===== config.mk =====
export PLATFORM = sky130hd
export DESIGN_NAME = serial_char_link
export DESIGN_NICKNAME = d
export VERILOG_FILES = /design/src/rtl/serial_char_link.sv
export SDC_FILE = /design/constraint.sdc
export NUM_CORES = 1
export LEC_CHECK = 0
export CORE_ASPECT_RATIO = 0.5
export CORE_MARGIN = 4
export CORE_UTILIZATION = 40
export CTS_CLUSTER_SIZE = 12
export DETAILED_ROUTE_END_ITERATION = 8
export PLACE_DENSITY = 0.53
export SLEW_MARGIN = 10
export SYNTH_ARGS = -nofsm -noshare
export SYNTH_HDL_FRONTEND = slang
export SYNTH_SLANG_ARGS = --single-unit
export TNS_END_PERCENT = 20

===== constraint.sdc =====
create_clock -name clk_clk -period 3.25 [get_ports clk_clk]
set_clock_uncertainty 0.1 [all_clocks]
set_input_delay 0.65 -clock clk_clk [delete_from_list [all_inputs] [get_ports clk_clk]]
set_output_delay 0.65 -clock clk_clk [all_outputs]
set_load 0.05 [all_outputs]

===== src/rtl/serial_char_link.sv =====
// serial_char_link: byte-wide async serial link, independent TX and RX.
// Define SERIAL_PARITY_EN for an even-parity bit (11-bit frames).
`timescale 1ns/1ps
module serial_char_link #(
  parameter int CLK_DIV = 5208
) (
  input  logic       clk_clk,
  input  logic       reset_reset_n,
  input  logic [7:0] tx_data,
  input  logic       load_i,
  input  logic       trans_en,
  output logic       char_sent,
  output logic [7:0] bus_in,
  output logic       char_rec,
  output logic       serial_tx,
  input  logic       serial_rx
);

  localparam logic [15:0] DIV_M1  = 16'(CLK_DIV - 1);
  localparam logic [15:0] HALF_M1 = 16'(CLK_DIV / 2 - 1);

`ifdef SERIAL_PARITY_EN
  typedef enum logic [2:0] {
    S_IDLE, S_START, S_DATA, S_PARITY, S_STOP
  } state_t;
  localparam state_t S_AFTER = S_PARITY;
`else
  typedef enum logic [2:0] {
    S_IDLE, S_START, S_DATA, S_STOP
  } state_t;
  localparam state_t S_AFTER = S_STOP;
`endif

  state_t      tx_st, tx_nx;
  logic [15:0] tx_cnt;
  logic [2:0]  tx_bit;
  logic [7:0]  tx_sh;
  logic [7:0]  hold;
  logic        pending;
  logic        load_q;
  logic        load_rise;
  logic        tx_end;
  logic        tx_go;
  logic        tx_load;
  logic        tx_line;
`ifdef SERIAL_PARITY_EN
  logic        tx_par;
`endif

  assign load_rise = load_i & ~load_q;
  assign tx_end    = (tx_cnt == DIV_M1);
  assign tx_go     = pending & trans_en;
  assign tx_load   = tx_go &
                     ((tx_st == S_IDLE) |
                      ((tx_st == S_STOP) & tx_end));

  // TX next state and the line level for the current state
  always_comb begin
    tx_nx   = tx_st;
    tx_line = 1'b1;
    unique case (tx_st)
      S_IDLE: begin
        if (tx_go) tx_nx = S_START;
      end
      S_START: begin
        tx_line = 1'b0;
        if (tx_end) tx_nx = S_DATA;
      end
      S_DATA: begin
        tx_line = tx_sh[0];
        if (tx_end && tx_bit == 3'd7)
          tx_nx = S_AFTER;
      end
`ifdef SERIAL_PARITY_EN
      S_PARITY: begin
        tx_line = tx_par;
        if (tx_end) tx_nx = S_STOP;
      end
`endif
      S_STOP: begin
        if (tx_end)
          tx_nx = tx_go ? S_START : S_IDLE;
      end
      default: tx_nx = S_IDLE;
    endcase
  end

  // TX registers: load capture, shifter, bit timer, line
  always_ff @(posedge clk_clk or negedge reset_reset_n) begin
    if (!reset_reset_n) begin
      tx_st     <= S_IDLE;
      tx_cnt    <= '0;
      tx_bit    <= '0;
      tx_sh     <= '0;
      hold      <= '0;
      pending   <= 1'b0;
      load_q    <= 1'b0;
      char_sent <= 1'b0;
      serial_tx <= 1'b1;
`ifdef SERIAL_PARITY_EN
      tx_par    <= 1'b0;
`endif
    end else begin
      load_q    <= load_i;
      tx_st     <= tx_nx;
      serial_tx <= tx_line;
      if (tx_st == S_IDLE || tx_end)
        tx_cnt <= '0;
      else
        tx_cnt <= tx_cnt + 16'd1;
      if (tx_st == S_DATA && tx_end) begin
        tx_sh  <= tx_sh >> 1;
        tx_bit <= tx_bit + 3'd1;
      end
      if (tx_load) begin
        tx_sh  <= hold;
        tx_bit <= '0;
`ifdef SERIAL_PARITY_EN
        tx_par <= ^hold;
`endif
      end
      if (load_rise) begin
        hold    <= tx_data;
        pending <= 1'b1;
      end else if (tx_load) begin
        pending <= 1'b0;
      end
      if (load_rise)
        char_sent <= 1'b0;
      else if (tx_st == S_STOP && tx_end)
        char_sent <= 1'b1;
    end
  end

  state_t      rx_st, rx_nx;
  logic [15:0] rx_cnt;
  logic [2:0]  rx_bit;
  logic [7:0]  rx_sh;
  logic        rx_s1, rx_s2, rx_q;
  logic        rx_fall;
  logic        rx_end;
  logic        rx_half;
  logic        rx_ok;
`ifdef SERIAL_PARITY_EN
  logic        rx_pbit;
`endif

  assign rx_fall = rx_q & ~rx_s2;
  assign rx_end  = (rx_cnt == DIV_M1);
  assign rx_half = (rx_cnt == HALF_M1);
`ifdef SERIAL_PARITY_EN
  assign rx_ok   = rx_s2 & ((^rx_sh) == rx_pbit);
`else
  assign rx_ok   = rx_s2;
`endif

  // RX next state; a high start sample is a glitch
  always_comb begin
    rx_nx = rx_st;
    unique case (rx_st)
      S_IDLE: begin
        if (rx_fall) rx_nx = S_START;
      end
      S_START: begin
        if (rx_half)
          rx_nx = rx_s2 ? S_IDLE : S_DATA;
      end
      S_DATA: begin
        if (rx_end && rx_bit == 3'd7)
          rx_nx = S_AFTER;
      end
`ifdef SERIAL_PARITY_EN
      S_PARITY: begin
        if (rx_end) rx_nx = S_STOP;
      end
`endif
      S_STOP: begin
        if (rx_end) rx_nx = S_IDLE;
      end
      default: rx_nx = S_IDLE;
    endcase
  end

  // RX registers: synchroniser, mid-bit sampler, result
  always_ff @(posedge clk_clk or negedge reset_reset_n) begin
    if (!reset_reset_n) begin
      rx_s1    <= 1'b1;
      rx_s2    <= 1'b1;
      rx_q     <= 1'b1;
      rx_st    <= S_IDLE;
      rx_cnt   <= '0;
      rx_bit   <= '0;
      rx_sh    <= '0;
      bus_in   <= '0;
      char_rec <= 1'b0;
`ifdef SERIAL_PARITY_EN
      rx_pbit  <= 1'b0;
`endif
    end else begin
      rx_s1    <= serial_rx;
      rx_s2    <= rx_s1;
      rx_q     <= rx_s2;
      rx_st    <= rx_nx;
      char_rec <= 1'b0;
      if (rx_st == S_IDLE || rx_nx != rx_st || rx_end)
        rx_cnt <= '0;
      else
        rx_cnt <= rx_cnt + 16'd1;
      if (rx_st == S_IDLE)
        rx_bit <= '0;
      if (rx_st == S_DATA && rx_end) begin
        rx_sh  <= {rx_s2, rx_sh[7:1]};
        rx_bit <= rx_bit + 3'd1;
      end
`ifdef SERIAL_PARITY_EN
      if (rx_st == S_PARITY && rx_end)
        rx_pbit <= rx_s2;
`endif
      if (rx_st == S_STOP && rx_end && rx_ok) begin
        bus_in   <= rx_sh;
        char_rec <= 1'b1;
      end
    end
  end

endmodule


Yosys cells after proc, flatten, opt, wreduce, memory -nomap -nowiden
Cells that the tools add are included.

word-level totals
  memories kept = 0
  bits in read-only memories = 0
  bits in latches = 0
  RAM bits = 0
  output and inout bits = 11
  logic and storage cells = 89
  input port bits = 13
  bits in registers = 84

cells by class
  order comparisons = 0
  mux-type cells = 26
  multipliers = 0
  add/sub/neg operators = 4
  div/mod/pow operators = 0
  shift operators = 0
  equality and inequality tests = 16
  bitwise operators = 8
  reduce and logical (&&, ||, !) cells = 17

operator list
  operator                 count
  $mux W3                  12
  $add A16 B1 Y16 const B  2
  $eq A16 B13 Y1 const B   2
  $mux W16                 2
  $pmux W3 S4              2
  $eq A16 B12 Y1 const B   1
  $mux W8                  2
  $eq A3 B2 Y1 const B     4
  $ne A2 B2 Y1 const B     4
  $reduce_bool A2 Y1       4
  $logic_and A1 B1 Y1      7
  $add A3 B1 Y3 const B    2
  $eq A3 B1 Y1 const B     2
  $eq A3 B3 Y1 const B     2
  $logic_not A3 Y1         2
  $mux W1                  6
  $and A1 B1 Y1            5
  $reduce_and A4 Y1        1
  $logic_or A1 B1 Y1       3
  $ne A3 B3 Y1             1
  $mux W2                  1
  $not A1 Y1               2
  $pmux W1 S2              1
  $or A1 B1 Y1             1

Logic depth before layout (Yosys ltp)
  depth after elaboration = 8
  mapped depth = 8
  depth with buffers taken out = 6

Least setup slack after synthesis
Ideal clock, no wire load.

  kind = register to register
  from = register rx_cnt[0]
  to = register rx_sh[0]
  setup slack = 1018 ps
  library setup time = 125 ps
  stages on the path, launching flop included = 7
  buffers on the path = 1
  required time = 3025 ps
  clock period less this slack = 2232 ps
  arrival = 2007 ps
  cells stage by stage = dfrtp_1 -> ha_1 -> nand4_1 -> or3_1 -> or4_1 -> buf_6 -> mux2_4

on the way
  word-level cells in the longest chain between the ends = 2

RTL lines
  item                    line  RTL
  from (decl)             136   logic [15:0] rx_cnt;
  from (signal assigned)  208   rx_cnt <= rx_cnt + 16'd1;
  $eq A16 B13 Y1          149   assign rx_end = (rx_cnt == DIV_M1);
  $logic_and A1 B1 Y1     211   if (rx_st == S_DATA && rx_end) begin
  to (signal assigned)    212   rx_sh <= {rx_s2, rx_sh[7:1]};
  to (decl)               138   logic [7:0] rx_sh;

Every way passes these cells.
A chain may end at the register's enable or synchronous reset.

Worst setup path in the final report
  from = register rx_cnt[0]
  to = register rx_sh[4]

Same word-level chain as after synthesis.

==> out/summary.txt <==
final antenna-violating net count = 0
CP Cell Sequence = ha_1, nand4_1, or3_1, or4_1, mux2_4
drt via density = 5.07
RSZ-0062 raised after global routing = no
Fill cells = 903
drc violations = 0
max-cap violation count = 0
highest metal used = met4
Syn Nets = 368
wire length on met2 = 3400 µm
Power Density = 582 nW/µm²
P_leak = 2.01 nW
Ports = 24
n_diodes = 0
Rows = 25
CTS tree = done
worst slew pin tran = 1.12 ns
Hold Path Cell Cnt = 0
Total Routing Usage GR = 13.5%
sequential-to-total area share from yosys stat = 53.7%
# nets final = 390
Reg area = 2080 µm²
hold violation count in the final report = 0
post-CTS setup buffers = 0
crit share post-route = 85.7%
DR iter-0 viols = 98
# resized after CTS = 0
Clock transition at path regs = 0.06 ns
core region area = 9450 µm²
Mapped Area = 3870 µm²
top-area cell type share of the netlist area = 51.0%
TritonRoute pass-1 iters = 4
antenna violations before repair = 0
CTS Buf Count = 9
routed length per instance = 14.0 µm
Via Count = 2,573
total gr overflow = 0
Clock Latency Late Sink = 0.33 ns
most frequent cells in the layout = 79 x dfrtp_1, 56 x nor2_1, 22 x clkdlybuf4s50_1, 19 x nand3_1, 19 x xor2_1
met1 WL = 3360 µm
relative slew slack = 25.2%
clk buf depth = 2
chip width = 147 µm
root buf cell = clkbuf_16
Slew Viols, Final = 0
largest net degree at the start of global routing = 84
WP data arrival = 2.90 ns
Area Overhead vs Synth = 15.7%
Top FF cell, synth = dfrtp_1
multi-input logic area = 1690 µm²
final core utilization = 47.4%
Post-Route WL = 7090 µm
CP max FO = 11
Mean Syn Cell Area = 11.2 µm²
htree depth = 3
Die Height = 77.6 µm
DR WL met3 = 290 µm
R2R cell count = 5
share of layout cells above drive strength 1 = 13.2%
final setup vio count = 0
ys async rst share = 100%
WS Path Type = flop to flop
Area contributors post-synth = dfrtp_1 51%, nor2_1 5.4%, mux2_2 4.4%
Synth cell types = 50
commonest non-fill, non-tap cell in the layout = dfrtp_1
achievable frequency = 359 MHz
Yosys reg bits = 83
slowest CP cell = or4_1
Sink Count = 83
status = completed
crit path launch type = flop
global-route wire length before repair = 12,400 µm
largest area contributor in the netlist = dfrtp_1
Final HPWL DP = 4720 µm
Hold Path Class = flop to flop
Initial Util = 41.0%
setup TNS = 0 ns
synthesized instance count = 345
# port buffers = 23
gpl congestion = 0.780
YS warnings = 0
vias in the first global route = 2,597
max incr delay on CP = 0.71 ns
CTS Hold Bufs = 0
Final min period = 2.79 ns
Die ar. = 11,400 µm²
Post-synth EDFFs = 0
Worst setup EP type = flop
Worst Path Required = 3.36 ns
worst IR drop on VDD = 0.244 mV
[area by class of cell]
| class | count | share of cell area [%] |
|---|---|---|
| Sequential cell | 83 | 46.5 |
| Multi-Input combinational cell | 241 | 37.8 |
| Clock buffer | 14 | 5.67 |
| Timing Repair Buffer | 25 | 5.42 |
| Tap cell | 135 | 3.77 |
| Inverter | 7 | 0.586 |
| Clock inverter | 2 | 0.279 |
[critical path: cells and delay by family, from the launching register on]
family,cells,cell delay (ns)
flops,1,0.38
simple gates,3,1.54
mux,1,0.38
fa+ha+maj,1,0.27
[cell usage after synthesis (2+ instances only)]
cell type  instances
dfrtp_1           79
nor2_1            56
and4_1             3
nand4b_1           2
xnor2_1           10
nor3b_1            2
nand2_1           15
nand3_1           19
nand4_1            8
o21ai_0            8
nor4b_1            2
nor4_1             4
or4_1              3
buf_2              3
nand4bb_1          3
nor3_1             6
xor2_1            19
and2_1             2
mux2_4             8
mux2i_1           10
dfstp_2            4
o211ai_1           2
mux2_2            15
and3_1             4
clkbuf_1           7
a21oi_1            9
nor4_2             2
buf_1              2
ha_1              10
buf_6              2
inv_1              7
[cell families (layout without fill, tap and decap cells)]
family / Yosys count / count (layout) / synth area share, %
xor+xnor: 29 / 29 / 6.56
simple gates: 140 / 140 / 19.0
other cells: 1 / 1 / 0.0968
flops: 83 / 83 / 53.7
compound gates: 27 / 27 / 4.52
fa+ha+maj: 10 / 10 / 3.23
mux: 34 / 34 / 10.3
buf+inv: 21 / 48 / 2.52
[sequential cells by signal (all words and copies together), names as in the netlist, 2 cells and up]
name and flops:
rx_st 3, tx_cnt 16, tx_st 2, tx_sh 8
hold 8, rx_cnt 16, rx_sh 8, rx_bit 3
tx_bit 3, bus_in 8
[worst paths after layout]
check                                       endpoint  slack [ns]                start
worst max-delay path            rx_sh[4]$_DFFE_PN0P_        0.46  rx_cnt[0]$_DFF_PN0_
worst min-delay path                 rx_ok$_DFF_PN1_        0.26      rx_s1$_DFF_PN1_
worst max register to register  rx_sh[4]$_DFFE_PN0P_        0.46  rx_cnt[0]$_DFF_PN0_
worst min register to register       rx_ok$_DFF_PN1_        0.26      rx_s1$_DFF_PN1_
max in group asynchronous       tx_st[1]$_DFFE_PN0P_        1.98        reset_reset_n
min in group asynchronous       tx_cnt[10]$_DFF_PN0_        0.41        reset_reset_n
[stage by stage]
stage | hold WS (ns) | total power [W] | std cells | worst slack [ns] | instance area, µm²
after CTS | 0.257 | 0.00265 | 507 | 0.487 | 4480
after global placement | 0.246 | 0.00169 | 491 | 0.593 | 4210
after detailed placement | 0.249 | 0.00171 | 491 | 0.499 | 4210
after floorplan | 0.245 | 0.00157 | 345 | 1.02 | 3870
final | 0.257 | 0.00261 | 507 | 0.465 | 4480
after global routing | 0.263 | 0.00276 | 507 | 0.318 | 4480
[per-layer routing]
| layer | vias up | GRT usage [%] |
|---|---|---|
| met5 | - | 0 |
| met4 | 0 | 2.79 |
| met3 | 2 | 5.31 |
| met2 | 34 | 22.3 |
| met1 | 1288 | 16.8 |
| li1 | 1249 | - |
[report_power, final]
part	leakage, nW	internal [W]	switching, W
logic	0.791	0.000189	0.000250
registers	1.09	0.00116	0.0000927
clock network	0.127	0.000538	0.000380
(Power assumes the default switching activity.)
